==> src/rtl/morse_symbol_decoder.sv <==
// -----------------------------------------------------------------------------
// morse_symbol_decoder
//
// Purpose:
//   Measures key-down (mark) and key-up (space) durations in units of the
//   `tick` strobe, classifies marks as dots or dashes and spaces as
//   intra-character, letter or word gaps, and assembles the elements of one
//   character into a code word that is presented with a one-cycle strobe.
//
// Ports:
//   clk        - clock, rising edge
//   reset_n    - asynchronous active-low reset
//   b          - key level (1 = pressed), already synchronous to clk
//   tick       - one-cycle time-unit strobe
//   dot_out    - one-cycle pulse per classified dot
//   dash_out   - one-cycle pulse per classified dash
//   lg         - one-cycle pulse on a letter gap
//   wg         - one-cycle pulse on a word gap
//   code       - element bits of the finished character (1 = dash, newest at LSB)
//   code_len   - number of valid elements in code
//   code_valid - one-cycle strobe qualifying code, code_len, code_err
//   code_err   - the character had more than MAX_SYM elements
//
// Build option:
//   MORSE_DEBOUNCE_EN - when defined, the key level is filtered so that it only
//   changes after b has held the new level for DEB_LEN consecutive ticks.
//   When undefined the key level is b itself and DEB_LEN is not used.
// -----------------------------------------------------------------------------
module morse_symbol_decoder #(
    parameter int CNT_W   = 16,
    parameter int DOT_MAX = 2,
    parameter int LG_MIN  = 3,
    parameter int WG_MIN  = 7,
    parameter int MAX_SYM = 6,
    parameter int DEB_LEN = 3
) (
    input  logic                         clk,
    input  logic                         reset_n,
    input  logic                         b,
    input  logic                         tick,
    output logic                         dot_out,
    output logic                         dash_out,
    output logic                         lg,
    output logic                         wg,
    output logic [MAX_SYM-1:0]           code,
    output logic [$clog2(MAX_SYM+1)-1:0] code_len,
    output logic                         code_valid,
    output logic                         code_err
);

    localparam int LEN_W = $clog2(MAX_SYM + 1);

    // Reject parameter sets that would make the gap thresholds meaningless.
    if (LG_MIN < 1 || WG_MIN <= LG_MIN || MAX_SYM < 2 || DEB_LEN < 1) begin : g_bad_params
        $error("morse_symbol_decoder: illegal parameter combination");
    end

    typedef enum logic [1:0] {
        IDLE  = 2'd0,
        MARK  = 2'd1,
        SPACE = 2'd2,
        LGAP  = 2'd3
    } state_t;

    logic bl_s;

`ifdef MORSE_DEBOUNCE_EN
    localparam int DEB_W = $clog2(DEB_LEN + 1);

    logic             bl_r;
    logic [DEB_W-1:0] deb_cnt_r;

    // Debounce filter: adopt the new key level only after DEB_LEN ticks of agreement.
    always_ff @(posedge clk or negedge reset_n) begin
        if (!reset_n) begin
            bl_r      <= 1'b0;
            deb_cnt_r <= {DEB_W{1'b0}};
        end else if (b == bl_r) begin
            deb_cnt_r <= {DEB_W{1'b0}};
        end else if (tick) begin
            if (deb_cnt_r == DEB_W'(DEB_LEN - 1)) begin
                bl_r      <= b;
                deb_cnt_r <= {DEB_W{1'b0}};
            end else begin
                deb_cnt_r <= deb_cnt_r + {{(DEB_W-1){1'b0}}, 1'b1};
            end
        end else begin
            deb_cnt_r <= deb_cnt_r;
        end
    end

    assign bl_s = bl_r;
`else
    assign bl_s = b;
`endif

    state_t               state_r,    state_n;
    logic [CNT_W-1:0]     cnt_r,      cnt_n;
    logic [MAX_SYM-1:0]   shreg_r,    shreg_n;
    logic [LEN_W-1:0]     len_r,      len_n;
    logic                 ovf_r,      ovf_n;
    logic                 dot_r,      dot_n;
    logic                 dash_r,     dash_n;
    logic                 lg_r,       lg_n;
    logic                 wg_r,       wg_n;
    logic [MAX_SYM-1:0]   code_r,     code_n;
    logic [LEN_W-1:0]     code_len_r, code_len_n;
    logic                 cv_r,       cv_n;
    logic                 err_r,      err_n;

    logic [CNT_W-1:0]     cnt_inc_s;
    logic                 is_dash_s;

    // The duration counter sticks at all-ones instead of wrapping.
    assign cnt_inc_s = (cnt_r == {CNT_W{1'b1}}) ? cnt_r : (cnt_r + {{(CNT_W-1){1'b0}}, 1'b1});
    assign is_dash_s = (cnt_r > CNT_W'(DOT_MAX));

    // Next-state and registered-output logic; a key edge always takes
    // priority over a coincident tick.
    always_comb begin
        state_n    = state_r;
        cnt_n      = cnt_r;
        shreg_n    = shreg_r;
        len_n      = len_r;
        ovf_n      = ovf_r;
        dot_n      = 1'b0;
        dash_n     = 1'b0;
        lg_n       = 1'b0;
        wg_n       = 1'b0;
        cv_n       = 1'b0;
        code_n     = code_r;
        code_len_n = code_len_r;
        err_n      = err_r;

        case (state_r)
            IDLE: begin
                if (bl_s) begin
                    state_n = MARK;
                    cnt_n   = {CNT_W{1'b0}};
                end else begin
                    state_n = IDLE;
                end
            end

            MARK: begin
                if (!bl_s) begin
                    dash_n = is_dash_s;
                    dot_n  = ~is_dash_s;
                    // A full code word keeps its contents; the extra element
                    // only marks the character as erroneous.
                    if (len_r == LEN_W'(MAX_SYM)) begin
                        ovf_n = 1'b1;
                    end else begin
                        shreg_n = {shreg_r[MAX_SYM-2:0], is_dash_s};
                        len_n   = len_r + {{(LEN_W-1){1'b0}}, 1'b1};
                    end
                    cnt_n   = {CNT_W{1'b0}};
                    state_n = SPACE;
                end else if (tick) begin
                    cnt_n = cnt_inc_s;
                end else begin
                    cnt_n = cnt_r;
                end
            end

            SPACE: begin
                if (bl_s) begin
                    state_n = MARK;
                    cnt_n   = {CNT_W{1'b0}};
                end else if (tick) begin
                    cnt_n = cnt_inc_s;
                    // Counter keeps running into LGAP so the word gap is
                    // measured from the start of the space.
                    if (cnt_inc_s == CNT_W'(LG_MIN)) begin
                        lg_n       = 1'b1;
                        cv_n       = 1'b1;
                        code_n     = shreg_r;
                        code_len_n = len_r;
                        err_n      = ovf_r;
                        shreg_n    = {MAX_SYM{1'b0}};
                        len_n      = {LEN_W{1'b0}};
                        ovf_n      = 1'b0;
                        state_n    = LGAP;
                    end else begin
                        state_n = SPACE;
                    end
                end else begin
                    cnt_n = cnt_r;
                end
            end

            LGAP: begin
                if (bl_s) begin
                    state_n = MARK;
                    cnt_n   = {CNT_W{1'b0}};
                end else if (tick) begin
                    cnt_n = cnt_inc_s;
                    if (cnt_inc_s == CNT_W'(WG_MIN)) begin
                        wg_n    = 1'b1;
                        state_n = IDLE;
                    end else begin
                        state_n = LGAP;
                    end
                end else begin
                    cnt_n = cnt_r;
                end
            end

            default: begin
                state_n = IDLE;
                cnt_n   = {CNT_W{1'b0}};
            end
        endcase
    end

    // State, datapath and output registers.
    always_ff @(posedge clk or negedge reset_n) begin
        if (!reset_n) begin
            state_r    <= IDLE;
            cnt_r      <= {CNT_W{1'b0}};
            shreg_r    <= {MAX_SYM{1'b0}};
            len_r      <= {LEN_W{1'b0}};
            ovf_r      <= 1'b0;
            dot_r      <= 1'b0;
            dash_r     <= 1'b0;
            lg_r       <= 1'b0;
            wg_r       <= 1'b0;
            code_r     <= {MAX_SYM{1'b0}};
            code_len_r <= {LEN_W{1'b0}};
            cv_r       <= 1'b0;
            err_r      <= 1'b0;
        end else begin
            state_r    <= state_n;
            cnt_r      <= cnt_n;
            shreg_r    <= shreg_n;
            len_r      <= len_n;
            ovf_r      <= ovf_n;
            dot_r      <= dot_n;
            dash_r     <= dash_n;
            lg_r       <= lg_n;
            wg_r       <= wg_n;
            code_r     <= code_n;
            code_len_r <= code_len_n;
            cv_r       <= cv_n;
            err_r      <= err_n;
        end
    end

    assign dot_out    = dot_r;
    assign dash_out   = dash_r;
    assign lg         = lg_r;
    assign wg         = wg_r;
    assign code       = code_r;
    assign code_len   = code_len_r;
    assign code_valid = cv_r;
    assign code_err   = err_r;

endmodule
==> config.mk <==
export PLATFORM = sky130hd
export DESIGN_NAME = morse_symbol_decoder
export DESIGN_NICKNAME = d
export VERILOG_FILES = /design/src/rtl/morse_symbol_decoder.sv
export SDC_FILE = /design/constraint.sdc
export NUM_CORES = 1
export LEC_CHECK = 0
export CORE_MARGIN = 2
export CORE_UTILIZATION = 35
export CTS_CLUSTER_DIAMETER = 60
export DETAILED_ROUTE_END_ITERATION = 10
export GPL_ROUTABILITY_DRIVEN = 0
export PLACE_DENSITY = 0.55
export SYNTH_ARGS = -nofsm -noshare
export SYNTH_HDL_FRONTEND = slang
export SYNTH_SLANG_ARGS = --single-unit
==> constraint.sdc <==
create_clock -name clk -period 2.6 [get_ports clk]
set_input_delay 0.78 -clock clk [delete_from_list [all_inputs] [get_ports clk]]
set_output_delay 0.78 -clock clk [all_outputs]
set_load 0.005 [all_outputs]
After elaboration in Yosys (flattened, before gate mapping)
Index checks and enable logic that the tools add are counted.

Flip-flop bits (word level): 42. Input bits: 4. Logic and storage cells: 85.

Add/sub/neg operators: 2. Order comparisons: 1. Eq/ne operators: 16. Mux-type cells: 45. Bitwise gates (word level): 2. Reductions and logical operators: 7.

Operators by type and width (number): $mux W16 (5); $pmux W16 S3 (1); $mux W6 (5); $mux W1 (19); $add A16 B1 Y16 const B (1); $eq A16 B16 Y1 const B (1); $eq A16 B2 Y1 const B (1); $eq A16 B3 Y1 const B (1); $gt A16 B2 Y1 const B (1); $mux W3 (5); $ne A2 B2 Y1 const B (7); $mux W2 (6); $pmux W6 S2 (1); $reduce_and A6 Y1 (2); $pmux W2 S4 (1); $ne A3 B3 Y1 const B (2); $pmux W3 S2 (1); $eq A2 B2 Y1 const B (2); $reduce_and A4 Y1 (1); $add A3 B1 Y3 const B (1); $eq A3 B3 Y1 const B (1); $reduce_and A3 Y1 (1); $eq A2 B1 Y1 const B (1); $logic_not A2 Y1 (1); other kinds (4) (5).

Longest topological paths before layout
Gate-level depths: netlist of run 1.

Depth after elaboration: 7. Mapped depth: 10. Gate-level depth less buffers: 8.

Least setup slack after synthesis of run 1
Ideal clock, no wire load.

Path kind: reg-to-reg. Start point: register cnt_r[1]. End point: register code_r[0], in the netlist code[0]. Arrival time: 2610 ps. Required time: 2475 ps. Path slack: -135 ps. Cell stages (with the launch flop): 10. Period minus slack after synthesis: 2735 ps. Cells stage by stage: dfrtp_1 -> ha_1 -> buf_2 -> nand4_1 -> nor3_1 -> mux2_2 -> nor4b_1 -> nand4_2 -> buf_6 -> mux2_4.

Cells in the longest elaborated chain, start to end: 4.

RTL lines: start, declared (RTL line 98) `logic [CNT_W-1:0] cnt_r, cnt_n;`; start signal, assigned (RTL line 220) `cnt_r <= {CNT_W{1'b0}};`; start signal, assigned (RTL line 234) `cnt_r <= cnt_n;`; $add A16 B1 Y16 or $eq A16 B16 Y1 (tied branches) (RTL line 115) `assign cnt_inc_s = (cnt_r == {CNT_W{1'b1}}) ? cnt_r : (cnt_r + {{(CNT_W-1){1'b0}}, 1'b1});`; $mux W16 (*) (RTL line 115); $eq A16 B2 Y1 (*) (RTL line 174) `if (cnt_inc_s == CNT_W'(LG_MIN)) begin`; $reduce_and A4 Y1 (no line) (*); end signal, assigned (RTL line 228) `code_r <= {MAX_SYM{1'b0}};`; end signal, assigned (RTL line 242) `code_r <= code_n;`; end, declared (RTL line 106) `logic [MAX_SYM-1:0] code_r, code_n;`.

Every way passes the cells marked *; elsewhere a longest branch is shown, timed or not. A chain may end at the register's enable or synchronous reset.

Worst setup path in the final report of run 1
Start point: register cnt_r[1]. End point: register code_len_r[2], in the netlist code_len[2].

Cells in the longest elaborated chain, start to end: 4.

RTL lines: $add A16 B1 Y16 or $eq A16 B16 Y1 (tied branches) (RTL line 115); $mux W16 (*) (RTL line 115); $eq A16 B2 Y1 (*) (RTL line 174); $reduce_and A4 Y1 (no line) (*); end signal, assigned (RTL line 229) `code_len_r <= {LEN_W{1'b0}};`; end signal, assigned (RTL line 243) `code_len_r <= code_len_n;`; end, declared (RTL line 107) `logic [LEN_W-1:0] code_len_r, code_len_n;`.

Marks and branches as above.

==> results.sh, run 1 <==
export IMPL_synth_compound_area_share=0.1952
export IMPL_wl_per_cell_um=15.64
export IMPL_status="complete, no violations"
export IMPL_slew_headroom=0.6335
export IMPL_core_um2=7176
export IMPL_critPathBufInv=2
export IMPL_path_cells="buf_4 -> and4_1 -> nand3_2 -> or4b_4 -> a22oi_2 -> nand4_2 -> buf_12 -> mux2_4"
export IMPL_crit_type="flip-flop to flip-flop"
export IMPL_synth_enable_flop_cells=0
export IMPL_row_count=31
export IMPL_async_flop_share=1.000
export IMPL_ir_drop_mv=0.2029
export IMPL_crit_slowest_cell="or4b_4"
export IMPL_end_kind="flip-flop"
export IMPL_grt_max_degree=43
export IMPL_dr_pass1_iters=5
export IMPL_dr_first_iter_drc_count=194
export IMPL_yosysMostFrequentCell="dfrtp_1"
export IMPL_diodes=0
export IMPL_critPathLaunchType="flip-flop"
export IMPL_dp_final_hpwl_um=4787
export IMPL_rr_endpoint="code_len[2]$_DFFE_PN0P_"
export IMPL_port_buffers=18
export IMPL_hold_path_class="flip-flop to flip-flop"
export IMPL_synth_top_family_by_area="simple AND/OR/NAND/NOR gates"
export IMPL_drv_cap=0
export IMPL_synth_common_cells="dfrtp_1 (42), o21ai_0 (25), nand2_1 (19)"
export IMPL_area_growth_pct=24.39
export IMPL_drc=0
export IMPL_met3_usage=0.03199
export IMPL_ctsHoldBuffers=0
export IMPL_yosys_mux_area_fraction=0.08179
export IMPL_synth_simple_area_share=0.2152
export IMPL_syn_inst=265
export IMPL_startpoint="cnt_r[1]$_DFFE_PN0P_"
export IMPL_post_route_min_period_ns=2.445
export IMPL_synthTopCellsByArea="dfrtp_1 (41%), mux2_4 (5.3%), o21ai_0 (4.9%), nand2_1 (2.8%), nand4_1 (2.7%)"
export IMPL_vias=2238
export IMPL_finalHoldViolCount=0
export IMPL_cts_root_buf="clkbuf_8"
export IMPL_synthXorXnorAreaFrac=0.01363
export IMPL_yosysTopAreaCellShare=0.4090
export IMPL_gr_total_overflow=0
export IMPL_grt_pass1_wl_um=10900
export IMPL_gr_max_usage_layer="met1"
export IMPL_layout_nets=320
export IMPL_critical_path_arrival_ns=2.65
export IMPL_cpPeakStageDelay_ns=0.53
export IMPL_skew_ns=0.009748
export IMPL_tightest_slew_ns=0.5498
export IMPL_synth_seq_cells=42
export IMPL_ys_warnings_count=0
export IMPL_max_clock_path_buffers=2
export IMPL_wirelength_um=6445
export IMPL_cts_tree="done"
export IMPL_grt_use_met2=0.2493
export IMPL_start_util=0.3582
export IMPL_syn_avg_cell_area_um2=9.698
export IMPL_die_x_um=89.69
export IMPL_yosysUniqueCellTypes=54
export IMPL_ios=19
export IMPL_vias_per_cell=5.432
export IMPL_grt_pass1_vias=2113
export IMPL_fmax_ghz=0.4091
export IMPL_antenna_found_initial=0
export IMPL_cts_num_sinks=42
export IMPL_placed_area_um2=3073
export IMPL_track_usage=0.1746
export IMPL_htreeDepth=2
export IMPL_power_leakage_nw=1.392
export IMPL_synth_top_area_cell="dfrtp_1"
export IMPL_die_y_um=89.69
export IMPL_regToRegStartpoint="cnt_r[1]$_DFFE_PN0P_"
export IMPL_synth_flop_cell="dfrtp_1"
export IMPL_clkLatencyLatePin_ns=0.31
export IMPL_powerDensity_nw_per_um2=618.5
export IMPL_synthAdderAreaFrac=0.01947
export IMPL_r2r_cells=8
export IMPL_path_clk_slew_ns=0.10
export IMPL_synth_nets=273
export IMPL_cp_endpoint="code_len[2]$_DFFE_PN0P_"
export IMPL_r2r_setup_slack_ns=0.16
export IMPL_cp_max_fo=9
export IMPL_ys_seq_area_frac=0.4090
export IMPL_slew_viol_final=0
export IMPL_setup_viol=0
export IMPL_synth_area_um2=2570
export IMPL_final_area_um2=3197
export IMPL_ant_nets=0
export IMPL_cp_depth=8
export IMPL_period_share=0.9402
export IMPL_drive_gt1_frac=0.2524
export IMPL_cts_buffers_inserted=5
export IMPL_holdWs_ns=0.5166
export IMPL_path_delay_family="simple AND/OR/NAND/NOR gates"
export IMPL_met1_usage=0.2667
export IMPL_die_area_um2=8044
export IMPL_crit_required_ns=2.80
-- power by group --
part / total, mW / switching (mW) / internal [mW]
combinational: 0.596 / 0.255 / 0.341
clock: 0.459 / 0.265 / 0.194
sequential: 0.922 / 0.127 / 0.795
-- per-stage QoR --
step	worst slack [ns]	setup TNS [ns]	instances	util	power, mW
2_1_floorplan	0.05307	0	265	-	1.252
3_3_place_gp	0.02703	0	402	0.4282	1.529
3_5_place_dp	0.06619	0	402	0.4282	1.538
4_1_cts	0.1097	0	410	0.4413	2.004
5_1_grt	-0.01130	-0.03992	412	0.4455	2.120
6_report	0.1555	0	412	0.4455	1.977
-- flip-flops by register name (all words and copies together) (netlist names) --
signal	flops
wg	1
len_r	3
ovf_r	1
cnt_r	16
dot_out	1
code_valid	1
code_err	1
code	6
state_r	2
shreg_r	6
code_len	3
dash_out	1
-- timing repair --
item,in CTS,in global routing
setup buffers,0,2
setup endpoints to repair,0,17
gates resized for setup,0,3
-- worst min-delay path by stage --
| stage | startpoint | to | slack [ns] | cells after the start |
|---|---|---|---|---|
| after floorplan | ovf_r$_DFFE_PN0P_ | ovf_r$_DFFE_PN0P_ | 0.46 | 1 |
| after global placement | code_len[0]$_DFFE_PN0P_ | code_len[0]$_DFFE_PN0P_ | 0.50 | 1 |
| after detailed placement | code[2]$_DFFE_PN0P_ | code[2]$_DFFE_PN0P_ | 0.50 | 1 |
| after CTS | code[2]$_DFFE_PN0P_ | code[2]$_DFFE_PN0P_ | 0.52 | 1 |
| after global routing | code[2]$_DFFE_PN0P_ | code[2]$_DFFE_PN0P_ | 0.54 | 1 |
| final | code[0]$_DFFE_PN0P_ | code[0]$_DFFE_PN0P_ | 0.52 | 1 |
-- worst register-to-register path, cell delays in order, from the launching register on --
cell and delay (ns):
dfrtp_1 0.37, buf_4 0.16, and4_1 0.26, nand3_2 0.10, or4b_4 0.53, a22oi_2 0.23, nand4_2 0.20, buf_12 0.21
mux2_4 0.29
-- final cells by class --
class | instances | area, µm²
repair buffers | 64 | 533.0
inverters | 5 | 18.77
clock buffers | 5 | 68.82
well taps | 99 | 123.9
multi-input cells | 194 | 1376
fillers | 695 | 3979
flip-flops and latches | 42 | 1051
clock inverters | 3 | 25.02
-- routing by layer --
| layer | part of all wire | wire length, µm |
|---|---|---|
| met3 | 0.045 | 287 |
| met1 | 0.50 | 3243 |
| met2 | 0.44 | 2824 |
| met4 | 0.014 | 90 |
| met5 | 0 | 0 |
-- cells by family after synthesis --
group,Yosys count
XOR/XNOR,4
AO/OA/AOI/OAI,75
adder cells (fa/ha/maj),4
flip-flops,42
buffers and inverters,29
multiplexers,16
AND/OR/NAND/NOR,95
-- placed cells by master, fill, tap and decap left out, drive strengths merged, types with 8 or more instances in the layout --
| cell | instances |
|---|---|
| buf | 47 |
| dfrtp | 42 |
| o21ai | 26 |
| nand2 | 19 |
| clkdlybuf4s50 | 17 |
| nand4 | 13 |
| mux2 | 13 |
| nor2 | 12 |
| nand3 | 10 |
| o31ai | 9 |
| a21oi | 8 |
| nor3 | 8 |
| a22oi | 8 |
Note: power is estimated with default switching activity, not from simulation.
==> inputs of run 2 (changes only) <==
Settings changed: CAP_MARGIN set to 20, DONT_BUFFER_PORTS set to 1, PLACE_DENSITY 0.55 to 0.52.
==> run 2 against run 1 <==
Net effect:
- core utilization shrank 4.2 points
- wire length shrank 3.1%
- worst hold slack lost 0.35 ns
- combinational power shrank 29%
- sequential share of layout area grew 3.4 points
==> results.sh, run 2 (synthesis gave the netlist of run 1 again) <==
export IMPL_status="complete, no violations"
export IMPL_cts_tree="done"
export IMPL_grt_pass1_vias=2015
export IMPL_vias_per_cell=5.658
export IMPL_skew_ns=0.009808
export IMPL_power_frac_clock=0.238
export IMPL_p_switching_uw=579.2
export IMPL_slew_headroom=0.7301
export IMPL_p_sw_frac=0.3236
export IMPL_cts_setup_buffers=0
export IMPL_final_common_cell="dfrtp_1"
export IMPL_drc=0
export IMPL_diodes=0
export IMPL_placed_cells=372
export IMPL_finalHoldViolCount=0
export IMPL_core_um2=7176
export IMPL_slew_viol_final=0
export IMPL_gr_total_overflow=0
export IMPL_dp_final_hpwl_um=4497
export IMPL_cts_root_buf="clkbuf_8"
export IMPL_path_cells="ha_1 -> nand4_1 -> nor3_2 -> mux2_2 -> nor4b_2 -> nand4_2 -> buf_12 -> mux2_4"
export IMPL_placed_area_um2=2808
export IMPL_period_share=0.9461
export IMPL_dr_pass1_iters=4
export IMPL_antenna_found_initial=0
export IMPL_tns_ns=0
export IMPL_final_area_um2=2899
export IMPL_ant_nets=0
export IMPL_total_power_mw=1.790
export IMPL_powerDensity_nw_per_um2=617.4
export IMPL_fmax_ghz=0.4065
export IMPL_power_leakage_nw=1.259
export IMPL_fin_cells=380
export IMPL_drv_cap=0
export IMPL_pwr_share_seq=0.524
export IMPL_drive_gt1_frac=0.2278
export IMPL_holdWs_ns=0.1643
export IMPL_port_buffers=0
export IMPL_grt_max_degree=43
export IMPL_comb_power_share=0.238
export IMPL_rsz0062_at_grt="no"
export IMPL_cts_num_sinks=42
export IMPL_grt_pass1_wl_um=10480
export IMPL_critPathLaunchType="flip-flop"
export IMPL_power_internal_mw=1.211
export IMPL_hold_path_class="input pin to async pin"
export IMPL_dr_first_iter_drc_count=110
export IMPL_cp_max_fo=11
export IMPL_layout_common_cells="dfrtp_1 (42), buf_4 (31), o21ai_0 (25), nand2_1 (19), nor2_1 (12)"
export IMPL_start_util=0.3582
export IMPL_setup_viol=0
export IMPL_area_growth_pct=12.80
export IMPL_post_route_min_period_ns=2.460
export IMPL_wirelength_um=6242
export IMPL_max_clock_path_buffers=2
export IMPL_layout_nets=288
export IMPL_die_x_um=89.69
export IMPL_wl_per_cell_um=16.43
export IMPL_clkLatencyLatePin_ns=0.30
export IMPL_die_y_um=89.69
export IMPL_end_kind="flip-flop"
export IMPL_cpPeakStageDelay_ns=0.38
export IMPL_crit_slowest_cell="mux2_2"
export IMPL_tightest_slew_ns=0.4006
export IMPL_htreeDepth=2
export IMPL_largest_register="cnt_r"
export IMPL_die_area_um2=8044
export IMPL_cts_buffers_inserted=5
export IMPL_path_clk_slew_ns=0.09
export IMPL_critical_path_arrival_ns=2.65
export IMPL_row_count=31
export IMPL_crit_required_ns=2.79
export IMPL_ios=19
export IMPL_crit_type="flip-flop to flip-flop"
export IMPL_vias=2150
export IMPL_ir_drop_mv=0.2622
export IMPL_track_usage=0.1665
export IMPL_largest_reg_flops=16
[run 2: through the flow]
stage,util,setup slack (ns)
5_1_grt,0.4040,0.004993
2_1_floorplan,-,0.05307
4_1_cts,0.4038,0.1267
3_5_place_dp,0.3913,0.1446
3_3_place_gp,0.3913,0.1621
6_report,0.4040,0.1401
[run 2: worst paths after layout]
kind / cells after the start / end / startpoint / slack, ns
setup / recovery: 8 / code_len[0]$_DFFE_PN0P_ / cnt_r[0]$_DFFE_PN0P_ / 0.14
hold / removal: 0 / code_valid$_DFF_PN0_ / reset_n / 0.16
setup reg to reg: 8 / code_len[0]$_DFFE_PN0P_ / cnt_r[0]$_DFFE_PN0P_ / 0.14
hold reg to reg: 1 / ovf_r$_DFFE_PN0P_ / ovf_r$_DFFE_PN0P_ / 0.50
max in group asynchronous: 0 / cnt_r[7]$_DFFE_PN0P_ / reset_n / 2.35
min in group clk: 1 / ovf_r$_DFFE_PN0P_ / ovf_r$_DFFE_PN0P_ / 0.50
[run 2: power by group through the flow]
stage	clock network (mW)	logic (mW)	registers, mW
6_report	0.426	0.426	0.938
5_1_grt	0.466	0.491	0.968
4_1_cts	0.446	0.428	0.939
3_5_place_dp	0	0.427	0.952
3_3_place_gp	0	0.419	0.947
2_1_floorplan	0	0.346	0.907
[run 2: final cells by class]
class | instances | area, µm²
fill | 711 | 4277
multi-input combinational | 194 | 1363
sequential | 42 | 1051
timing repair buffer | 32 | 252.7
tap | 99 | 123.9
clock buffer | 5 | 68.82
clock inverter | 3 | 21.27
inverter | 5 | 18.77
[run 2: what timing repair did]
| item | in CTS | in global routing |
|---|---|---|
| hold buffers | 0 | 0 |
| setup endpoints to repair | 0 | 14 |
| resized for setup | 0 | 1 |
[run 2: critical path: cells and delay by family (launching register included)]
kind	cells	cell delay, ns
fa+ha+maj	1	0.18
simple gates	4	0.95
mux	2	0.67
buf+inv	1	0.18
flops	1	0.36
[run 2: per-layer routing]
layer  vias up  track usage  wire [µm]
li1       1039            -          -
met1      1047       0.2510       3108
met2        55       0.2400       2794
met3         9      0.03291        239
met4         0      0.04749         99
met5         -            0          0
